## src/rtl/regfile_wb_arbiter.sv

```systemverilog
// regfile_wb_arbiter
//   Merges two writeback sources onto one registered register-file write port.
//   The pipeline source (p_*) cannot be back-pressured. The multi-cycle source
//   (m_*) is buffered in a 2-entry FIFO. The FIFO head is given the port when
//   the pipeline is idle, or unconditionally once it has been starved for
//   STARVE_LIMIT consecutive cycles. In that case stall_req asks the pipeline to
//   hold off.
//
// Ports
//   clk, rst                 single clock, synchronous active-high reset
//   p_valid/p_addr/p_data/p_pc  pipeline writeback request
//   m_valid/m_addr/m_data/m_pc  multi-cycle writeback request
//   m_ready                  FIFO has a free slot this cycle
//   we/wa/wd/wpc             registered write port (enable, addr, data, PC)
//   stall_req                head has been starved long enough; pipeline must idle
//   pend_mask                one bit per register targeted by a queued entry
//   err                      sticky: a pipeline request arrived while stalled
module regfile_wb_arbiter #(
  parameter int STARVE_LIMIT = 4
) (
  input  logic        clk,
  input  logic        rst,
  input  logic        p_valid,
  input  logic [4:0]  p_addr,
  input  logic [31:0] p_data,
  input  logic [31:0] p_pc,
  input  logic        m_valid,
  output logic        m_ready,
  input  logic [4:0]  m_addr,
  input  logic [31:0] m_data,
  input  logic [31:0] m_pc,
  output logic        we,
  output logic [4:0]  wa,
  output logic [31:0] wd,
  output logic [31:0] wpc,
  output logic        stall_req,
  output logic [31:0] pend_mask,
  output logic        err
);

  localparam logic [3:0] LIMIT = 4'(STARVE_LIMIT);

  // FIFO storage: slot 0 is always the head; a dequeue shifts slot 1 down.
  logic [1:0]  count_q, count_d;
  logic [4:0]  ent_addr_q [2];
  logic [4:0]  ent_addr_d [2];
  logic [31:0] ent_data_q [2];
  logic [31:0] ent_data_d [2];
  logic [31:0] ent_pc_q   [2];
  logic [31:0] ent_pc_d   [2];

  logic [3:0]  starve_q, starve_d;
  logic        err_q, err_d;
  logic        we_q, we_d;
  logic [4:0]  wa_q, wa_d;
  logic [31:0] wd_q, wd_d;
  logic [31:0] wpc_q, wpc_d;

  logic non_empty;
  logic grant_m;
  logic grant_p;
  logic enq;
  logic wr_slot;

  assign non_empty = (count_q != 2'd0);
  assign m_ready   = (count_q != 2'd2);
  assign stall_req = (starve_q >= LIMIT);
  assign enq       = m_valid && m_ready;

  // Head wins when forced by starvation or when the pipeline is idle.
  assign grant_m = non_empty && (stall_req || !p_valid);
  assign grant_p = p_valid && !grant_m;

  // Enqueue slot: when the head leaves in the same cycle the new entry lands
  // in slot 0 (the FIFO held exactly one entry, since a full FIFO blocks enq).
  assign wr_slot = !grant_m && (count_q == 2'd1);

  always_comb begin
    count_d    = count_q;
    ent_addr_d = ent_addr_q;
    ent_data_d = ent_data_q;
    ent_pc_d   = ent_pc_q;
    starve_d   = starve_q;
    err_d      = err_q;
    we_d       = 1'b0;
    wa_d       = wa_q;
    wd_d       = wd_q;
    wpc_d      = wpc_q;

    // Write port: address 0 is consumed but never written.
    if (grant_m) begin
      if (ent_addr_q[0] != 5'd0) begin
        we_d  = 1'b1;
        wa_d  = ent_addr_q[0];
        wd_d  = ent_data_q[0];
        wpc_d = ent_pc_q[0];
      end
    end else if (grant_p) begin
      if (p_addr != 5'd0) begin
        we_d  = 1'b1;
        wa_d  = p_addr;
        wd_d  = p_data;
        wpc_d = p_pc;
      end
    end

    // A pipeline request alongside a granted head can only happen under
    // stall; that request is lost, so flag it.
    if (p_valid && grant_m) begin
      err_d = 1'b1;
    end

    if (grant_m) begin
      ent_addr_d[0] = ent_addr_q[1];
      ent_data_d[0] = ent_data_q[1];
      ent_pc_d[0]   = ent_pc_q[1];
      count_d       = count_q - 2'd1;
    end
    if (enq) begin
      ent_addr_d[wr_slot] = m_addr;
      ent_data_d[wr_slot] = m_data;
      ent_pc_d[wr_slot]   = m_pc;
      count_d             = count_d + 2'd1;
    end

    if (!non_empty || grant_m) begin
      starve_d = 4'd0;
    end else if (starve_q != 4'hF) begin
      starve_d = starve_q + 4'd1;
    end
  end

  always_ff @(posedge clk) begin
    if (rst) begin
      count_q  <= 2'd0;
      starve_q <= 4'd0;
      err_q    <= 1'b0;
      we_q     <= 1'b0;
      wa_q     <= 5'd0;
      wd_q     <= 32'd0;
      wpc_q    <= 32'd0;
      for (int i = 0; i < 2; i++) begin
        ent_addr_q[i] <= 5'd0;
        ent_data_q[i] <= 32'd0;
        ent_pc_q[i]   <= 32'd0;
      end
    end else begin
      count_q    <= count_d;
      starve_q   <= starve_d;
      err_q      <= err_d;
      we_q       <= we_d;
      wa_q       <= wa_d;
      wd_q       <= wd_d;
      wpc_q      <= wpc_d;
      ent_addr_q <= ent_addr_d;
      ent_data_q <= ent_data_d;
      ent_pc_q   <= ent_pc_d;
    end
  end

  // One bit per register: set if either valid entry targets it (r0 excluded).
  generate
    for (genvar gi = 0; gi < 32; gi++) begin : g_pend
      if (gi == 0) begin : g_zero
        assign pend_mask[gi] = 1'b0;
      end else begin : g_reg
        assign pend_mask[gi] =
          ((count_q != 2'd0) && (ent_addr_q[0] == 5'(gi))) ||
          ((count_q == 2'd2) && (ent_addr_q[1] == 5'(gi)));
      end
    end
  endgenerate

  assign we  = we_q;
  assign wa  = wa_q;
  assign wd  = wd_q;
  assign wpc = wpc_q;
  assign err = err_q;

endmodule

```

## config.mk

```make
export PLATFORM = sky130hd
export DESIGN_NAME = regfile_wb_arbiter
export DESIGN_NICKNAME = d
export VERILOG_FILES = /design/src/rtl/regfile_wb_arbiter.sv
export SDC_FILE = /design/constraint.sdc
export NUM_CORES = 1
export LEC_CHECK = 0
export ABC_CLOCK_PERIOD_IN_PS = 2200
export BUFFER_PORTS_ARGS = -buffer_cell sky130_fd_sc_hd__buf_4
export CAP_MARGIN = 20
export CORE_AREA = 2 2 141 143
export DETAILED_ROUTE_END_ITERATION = 6
export DIE_AREA = 0 0 143 145
export GPL_TIMING_DRIVEN = 0
export HOLD_SLACK_MARGIN = 0.12
export MAX_ROUTING_LAYER = met4
export PLACE_DENSITY = 0.83
export SYNTH_ARGS = -nofsm -noshare
export SYNTH_HDL_FRONTEND = slang
export SYNTH_SLANG_ARGS = --single-unit
```

## constraint.sdc

```tcl
create_clock -name clk -period 2.2 [get_ports clk]
set_clock_uncertainty 0.15 [all_clocks]
set_input_delay 0 -clock clk [delete_from_list [all_inputs] [get_ports clk]]
set_output_delay 0 -clock clk [all_outputs]
set_load 0.02 [all_outputs]
```

## Word level (Yosys, flattened, before mapping)

Cells that the tools add are included.

| word-level totals | value |
|---|---|
| bits of input ports | 142 |
| register bits after elaboration | 215 |
| word-level logic and storage cells | 229 |
| output and inout port bits | 105 |

| cells by class | value |
|---|---|
| muxes and demuxes | 31 |
| equality and inequality tests | 67 |
| reductions and logical operators | 111 |
| $lt $le $gt $ge | 3 |
| bitwise gates (word level) | 1 |
| add/subtract/negate cells | 3 |

Operator list:

| cell | number |
|---|---|
| $mux 32 | 11 |
| $eq 5x5->1 const B | 32 |
| $bwmux 64 | 2 |
| $mux 64 | 2 |
| $eq 5x4->1 const B | 16 |
| $logic_and 1x1->1 | 68 |
| $eq 5x3->1 const B | 8 |
| $logic_or 1x1->1 | 33 |
| $demux 32 s1 | 1 |
| $mux 5 | 6 |
| $eq 5x2->1 const B | 4 |
| $bwmux 10 | 1 |
| $eq 5x1->1 const B | 2 |
| $mux 10 | 1 |
| $reduce_bool 5->1 | 2 |
| $reduce_bool 2->1 | 3 |
| $demux 5 s1 | 1 |
| $add 4x1->4 const B | 1 |
| $ge 4x3->1 const B | 1 |
| $mux 1 | 4 |
| $mux 2 | 2 |
| $ne 4x4->1 const B | 1 |
| $logic_not 1->1 | 3 |
| $reduce_and 3->1 | 1 |
| 10 further kinds | 10 |

## Longest topological paths before layout

Gate-level depths: netlist of the first run.

| logic depth | value |
|---|---|
| word-level depth | 12 |
| depth in mapped cells | 10 |

## Least setup slack after synthesis of the first run

No wires, ideal clock.

| timing | value |
|---|---|
| path kind | flip-flop to flip-flop |
| start | reg count_q[0] |
| end | reg (tool-made name) |
| stages on the path, launching flop included | 11 |
| required time | 1.980 ns |
| slack | 0.129 ns |
| path buffers | 4 |
| arrival | 1.851 ns |
| setup time | 0.070 ns |
| period minus slack after synthesis | 2.071 ns |
| cells stage by stage | dfxtp_1 inv_1 ha_1 nor2b_1 clkbuf_1 o211a_1 buf_2 buf_2 buf_2 nand2_1 a21oi_1 |

RTL lines:

| what | RTL line | text |
|---|---|---|
| from (decl) | 44 | `logic [1:0] count_q, count_d;` |
| from (signal assigned) | 148 | `count_q <= count_d;` |

## Worst setup path in the final report of the first run

| timing | value |
|---|---|
| start | reg count_q[0] |
| end | out pend_mask[18] |

| between the ends | value |
|---|---|
| longest elaborated chain between the ends | 3 |

RTL lines:

| what | RTL line | text |
|---|---|---|
| $eq 2x2->1 or $reduce_bool 2->1 (tied branches) | 169, 168 |  |
| $logic_and 1x1->1, on equally long branches | 169, 168 |  |
| $logic_or 1x1->1 (*) | 168 | `((count_q != 2'd0) && (ent_addr_q[0] == 5'(gi))) \|\|` |
| to (decl) | 37 | `output logic [31:0] pend_mask,` |

Every way passes the cells marked *; elsewhere a longest branch is shown, timed or not.

==> flow_summary.json, run 1 <==
{
  "tightest_slew_ns": 0.719,
  "nNetsFinal": 1687,
  "worst_ep_required_time_ns": 2.05,
  "worstPathArrival_ns": 2.04,
  "antenna_found_initial": 5,
  "grt_pass1_vias": 10100,
  "track_usage": 0.317,
  "synth_compound_area_frac": 0.192,
  "critical_path_class": "flip-flop to primary output",
  "slowest_stage": "dfxtp_2",
  "ys_warn_count": 0,
  "gr-usage-met1": 0.383,
  "grt_max_degree": 20,
  "synthXorXnorAreaFrac": 0.00295,
  "power_mw": 16.7,
  "fp.dieW_um": 143,
  "wirelength_um": 34600,
  "io_pins": 247,
  "final_common_cell": "nand2_1",
  "hp-start": "m_data[8]",
  "setup-tns-final_ns": 0,
  "yosysTopAreaCellShare": 0.483,
  "fin_hold_ws_ns": 0.158,
  "timing.rr.start": "count_q[1]$_SDFF_PP0_",
  "synthFlopType": "dfxtp_1",
  "ys_types": 37,
  "power_per_cell_area_nw_per_um2": 1220,
  "worst_setup_path_start_kind": "flip-flop",
  "drc": 0,
  "setup.worst_path.start": "count_q[0]$_SDFF_PP0_",
  "cts_tree": "done",
  "seq_area_frac_synth": 0.483,
  "routed-via-count": 10600,
  "htreeDepth": 1,
  "cp-end-kind": "primary output",
  "syn_to_final_growth_pct": 53.4,
  "clock.fmax_ghz": 0.457,
  "yosys.area_share.simple": 0.255,
  "drtPass1Iterations": 5,
  "p_leak_nw": 5.39,
  "nFillCells": 1385,
  "synthDominantAreaCellType": "dfxtp_1",
  "cts_buffers": 22,
  "stdcell_count": 1826,
  "postSynthCellCount": 1125,
  "period_needed_ns": 2.19,
  "dpl.hpwl_um": 21200,
  "cts.clk_slew.worst_paths_ns": 0.06,
  "drt-vias-per-instance": 5.81,
  "portBuffers": 244,
  "synth_top_family_by_area": "simple AND/OR/NAND/NOR gates",
  "ctsLongestPathBuffers": 3,
  "drt_iter0_markers": 863,
  "clockRootBuffer": "clkbuf_16",
  "ir_worst_vdd_mv": 0.622,
  "slowest_delay_ns": 0.37,
  "grt_util_met3": 0.0564,
  "cts_num_sinks": 215,
  "layout_setup_ws_ns": 0.0118,
  "synth_area_per_cell_um2": 7.92,
  "status": "complete, no violations",
  "slew_viol_final": 0,
  "core_area_um2": 19200,
  "die-area_um2": 20700,
  "synthMuxAreaShare": 0,
  "synth_edf_count": 0,
  "drive_gt1_frac": 0.265,
  "start_util": 0.464,
  "grt_use_met2": 0.510,
  "post-route-period-util": 0.995,
  "gp_congestion": 0.923,
  "dp_cells": 1636,
  "path_max_fanout": 10,
  "clock_latency_ns": 0.50,
  "hold_viol": 0,
  "die_h_um": 145,
  "grt.overflow.total": 0,
  "grt_pass1_wl_um": 52100,
  "ys_seq_elements": 215,
  "relSlewSlack": 0.521,
  "wl_per_cell_um": 18.9,
  "pre_cts_slack_ns": -0.695,
  "hold_path_class": "input port to flip-flop",
  "drv_cap": 0,
  "async_reset_ff_frac": 0,
  "worstPathCellList": "inv_2, ha_1, buf_6, nor2b_2, nand2_1, o22ai_1, buf_4",
  "synth_area_um2": 8910,
  "mostFrequentLayoutCells": "nand2_1 (285), buf_4 (254), dfxtp_1 (213)",
  "rsz0062_at_grt": "yes",
  "postRouteAntennaNets": 0,
  "num_rows": 51,
  "synth_top_cells_by_area": "dfxtp_1 (48%), nand2_1 (12%), nor3_1 (7.4%)",
  "finalSetupViolCount": 0,
  "globalRoute.busiestLayer": "met2",
  "synthAdderAreaFrac": 0.00562
}
==> cell type report <==
cell class,count,area [µm²],share of cell area
Clock buffer,35,671,0.0491
Timing Repair Buffer,395,3350,0.245
Inverter,5,18.8,0.00137
Clock inverter,4,23.8,0.00174
Sequential cell,215,4310,0.315
Multi-Input combinational cell,800,4330,0.317
Antenna cell,5,12.5,0.000915
Tap cell,265,332,0.0243
Buffer,102,618,0.0452
==> Yosys cell counts (all sizes together), types with 3 or more instances <==
cell type / count
a21oi: 79
a22oi: 5
a311oi: 69
buf: 32
clkbuf: 74
dfxtp: 215
ha: 4
inv: 5
nand2: 288
nand2b: 6
nand3: 10
nor2: 78
nor2b: 4
nor3: 131
o22ai: 95
or2: 4
or3: 4
xnor2: 3
==> logic make-up (layout without fill, tap and decap cells) <==
| kind of cell | count (synthesis) | in the layout |
|---|---|---|
| flops | 215 | 215 |
| xor+xnor | 3 | 3 |
| simple gates | 534 | 534 |
| buf+inv | 111 | 541 |
| other cells | 1 | 7 |
| compound gates | 257 | 257 |
| fa+ha+maj | 4 | 4 |
==> power breakdown <==
part | total [mW] | switching (mW) | internal [mW] | leakage [nW]
registers | 5.83 | 0.796 | 5.04 | 1.77
logic | 7.22 | 4.33 | 2.90 | 3.28
clock network | 3.62 | 1.53 | 2.09 | 0.344
==> metrics by stage <==
stage | instance area (µm²) | util
after floorplan | 8910 | -
after global routing | 13700 | 0.712
final | 13700 | 0.712
after detailed placement | 11100 | 0.577
after global placement | 11100 | 0.577
after CTS | 13400 | 0.699
==> metal layers <==
layer  part of all wire  vias to the layer above
met5                  0                        -
met4              0.058                        0
met3              0.080                      182
met2               0.48                      666
met1               0.38                     4935
li1                   -                     4818
==> final timing paths <==
| check | to | slack [ns] | cells after the start |
|---|---|---|---|
| max | pend_mask[18] | 0.01 | 7 |
| max reg2reg | ent_pc_q[43]$_SDFF_PP0_ | 0.03 | 9 |
| min | flip-flop | 0.16 | 4 |
| min reg2reg | starve_q[0]$_SDFFE_PP0P_ | 0.30 | 1 |
==> critical path: cells and delay by family (launching register included) <==
| kind | cells | cell delay (ns) |
|---|---|---|
| buffers and inverters | 3 | 0.40 |
| DFF | 1 | 0.37 |
| and+or+nand+nor | 2 | 0.35 |
| adders and majority gates | 1 | 0.21 |
| AOI/OAI and AO/OA | 1 | 0.20 |
==> what timing repair did <==
item | in CTS | in global routing
gates cloned | 0 | 1
gates resized for setup | 64 | 80
endpoints found under the hold margin | 214 | 0
hold buffers | 141 | 0
setup endpoints to repair | 239 | 186
pin swaps | 3 | 5
setup buffers | 8 | 0
Power figures use the tool's default switching activity.
==> run 2, diff against run 1 <==
--- a/config.mk
+++ b/config.mk
@@ -15,6 +15,7 @@
 export HOLD_SLACK_MARGIN = 0.12
 export MAX_ROUTING_LAYER = met4
 export PLACE_DENSITY = 0.83
+export RECOVER_POWER = 100
 export SYNTH_ARGS = -nofsm -noshare
 export SYNTH_HDL_FRONTEND = slang
 export SYNTH_SLANG_ARGS = --single-unit
==> run 2 against run 1 <==
Net effect: cell area is 2.0% lower; non-clock buffer count stayed put; sequential power hardly changed; power is 2.4% lower; clock power hardly changed; critical path depth stayed put; register-to-register slack worse by 0.03 ns; critical endpoint is now pend_mask[31]; first-iteration DRC count is 2.3% higher.
==> flow_summary.json, run 2 (synthesis results as in run 1) <==
{
  "worst_ep_required_time_ns": 2.05,
  "grt.overflow.total": 0,
  "nNetsFinal": 1687,
  "drive_gt1_frac": 0.217,
  "path_max_fanout": 10,
  "worst_setup_path_start_kind": "flip-flop",
  "clock.fmax_ghz": 0.455,
  "clkPwrFrac": 0.222,
  "hold_path_class": "input port to flip-flop",
  "clock_latency_ns": 0.50,
  "period_needed_ns": 2.20,
  "wl_per_cell_um": 19.0,
  "switching_power_mw": 6.67,
  "wirelength_um": 34700,
  "placed_cell_area_um2": 11100,
  "grt_max_degree": 20,
  "ir_worst_vdd_mv": 0.623,
  "core_area_um2": 19200,
  "num_rows": 51,
  "setup.worst_path.start": "count_q[0]$_SDFF_PP0_",
  "worstPathArrival_ns": 2.05,
  "cts_buffers": 22,
  "cts.clk_slew.worst_paths_ns": 0.06,
  "p_comb_frac": 0.420,
  "critical_path_class": "flip-flop to primary output",
  "relSlewSlack": 0.514,
  "tightest_slew_ns": 0.729,
  "die-area_um2": 20700,
  "drv_cap": 0,
  "cts_tree": "done",
  "syn_to_final_growth_pct": 50.4,
  "sw_frac_of_total": 0.409,
  "ctsLongestPathBuffers": 3,
  "drc": 0,
  "hp-start": "m_data[8]",
  "cp-end-kind": "primary output",
  "cts_num_sinks": 215,
  "power_per_cell_area_nw_per_um2": 1220,
  "power_mw": 16.3,
  "drt-vias-per-instance": 5.83,
  "track_usage": 0.317,
  "final_common_cell": "nand2_1",
  "gp_congestion": 0.923,
  "io_pins": 247,
  "rsz0062_at_grt": "yes",
  "p_leak_nw": 5.11,
  "status": "complete, no violations",
  "stdcell_area_um2": 13400,
  "postRouteAntennaNets": 0,
  "dpl.hpwl_um": 21200,
  "start_util": 0.464,
  "routed-via-count": 10700,
  "fp.dieW_um": 143,
  "drtPass1Iterations": 7,
  "grt_pass1_vias": 10100,
  "portBuffers": 244,
  "finalSetupViolCount": 0,
  "antenna_found_initial": 5,
  "clockRootBuffer": "clkbuf_16",
  "seq_power_share": 0.357,
  "hold_viol": 0,
  "post-route-period-util": 0.999,
  "grt_pass1_wl_um": 52100,
  "drt_iter0_markers": 883,
  "timing.rr.start": "starve_q[3]$_SDFFE_PP0P_",
  "power.internal_mw": 9.62,
  "die_h_um": 145,
  "mostFrequentLayoutCells": "nand2_1 (285), dfxtp_1 (213), buf_4 (182)",
  "htreeDepth": 1,
  "slew_viol_final": 0
}
run 2: cell type report:
cell class	count	area (µm²)
multi-input cells	800	4330
inverters	5	18.8
well taps	265	332
plain buffers	102	618
flip-flops and latches	215	4310
fillers	1478	5810
clock inverters	4	23.8
repair buffers	395	3080
clock buffers	35	671
diodes	6	15.0
run 2: metal layers:
metal / global-route usage / share of wire
met5: - / 0
met4: 0.153 / 0.053
met3: 0.0564 / 0.079
met2: 0.510 / 0.48
met1: 0.383 / 0.39
run 2: path summary, 6_finish.rpt:
| kind | end | slack, ns | cells after the start |
|---|---|---|---|
| max reg2reg | ent_pc_q[43]$_SDFF_PP0_ | 0.003 | 6 |
| max | pend_mask[31] | 0.003 | 7 |
| min | flip-flop | 0.16 | 4 |
| min reg2reg | starve_q[0]$_SDFFE_PP0P_ | 0.30 | 1 |
run 2: power groups by stage:
| stage | combinational [mW] | clock, mW | sequential, mW |
|---|---|---|---|
| 2_1_floorplan | 3.43 | 0 | 6.22 |
| 3_3_place_gp | 6.09 | 0 | 5.77 |
| 3_5_place_dp | 6.24 | 0 | 5.79 |
| 4_1_cts | 6.70 | 3.63 | 5.74 |
| 5_1_grt | 7.32 | 3.82 | 5.92 |
| 6_report | 6.85 | 3.62 | 5.82 |
run 2: timing repair:
item,4_1_cts,5_1_grt
gates cloned,0,1
endpoints found under the setup margin,239,186
gates resized for setup,64,80
endpoints found under the hold margin,214,0
pin swaps,3,5
hold buffers,141,0
setup buffers,8,0
run 2: worst max-delay path: stages, from the launching register on:
cell,delay [ns]
dfxtp_2,0.36
inv_2,0.07
ha_1,0.21
buf_6,0.15
nor2b_2,0.18
nand3_1,0.18
o22ai_1,0.20
buf_4,0.18
run 2: stage by stage:
step                setup WS, ns   util  hold WS [ns]  setup TNS [ns]  cells
finish                   0.00252  0.697         0.157               0   1827
global route             -0.0711  0.697         0.169           -1.61   1826
CTS                      -0.0138  0.699         0.151         -0.0164   1821
detailed placement        -0.695  0.577         0.116          -70.80   1636
global placement          -0.623  0.577         0.108          -61.27   1635
floorplan                  0.129      -       -0.0140               0   1126
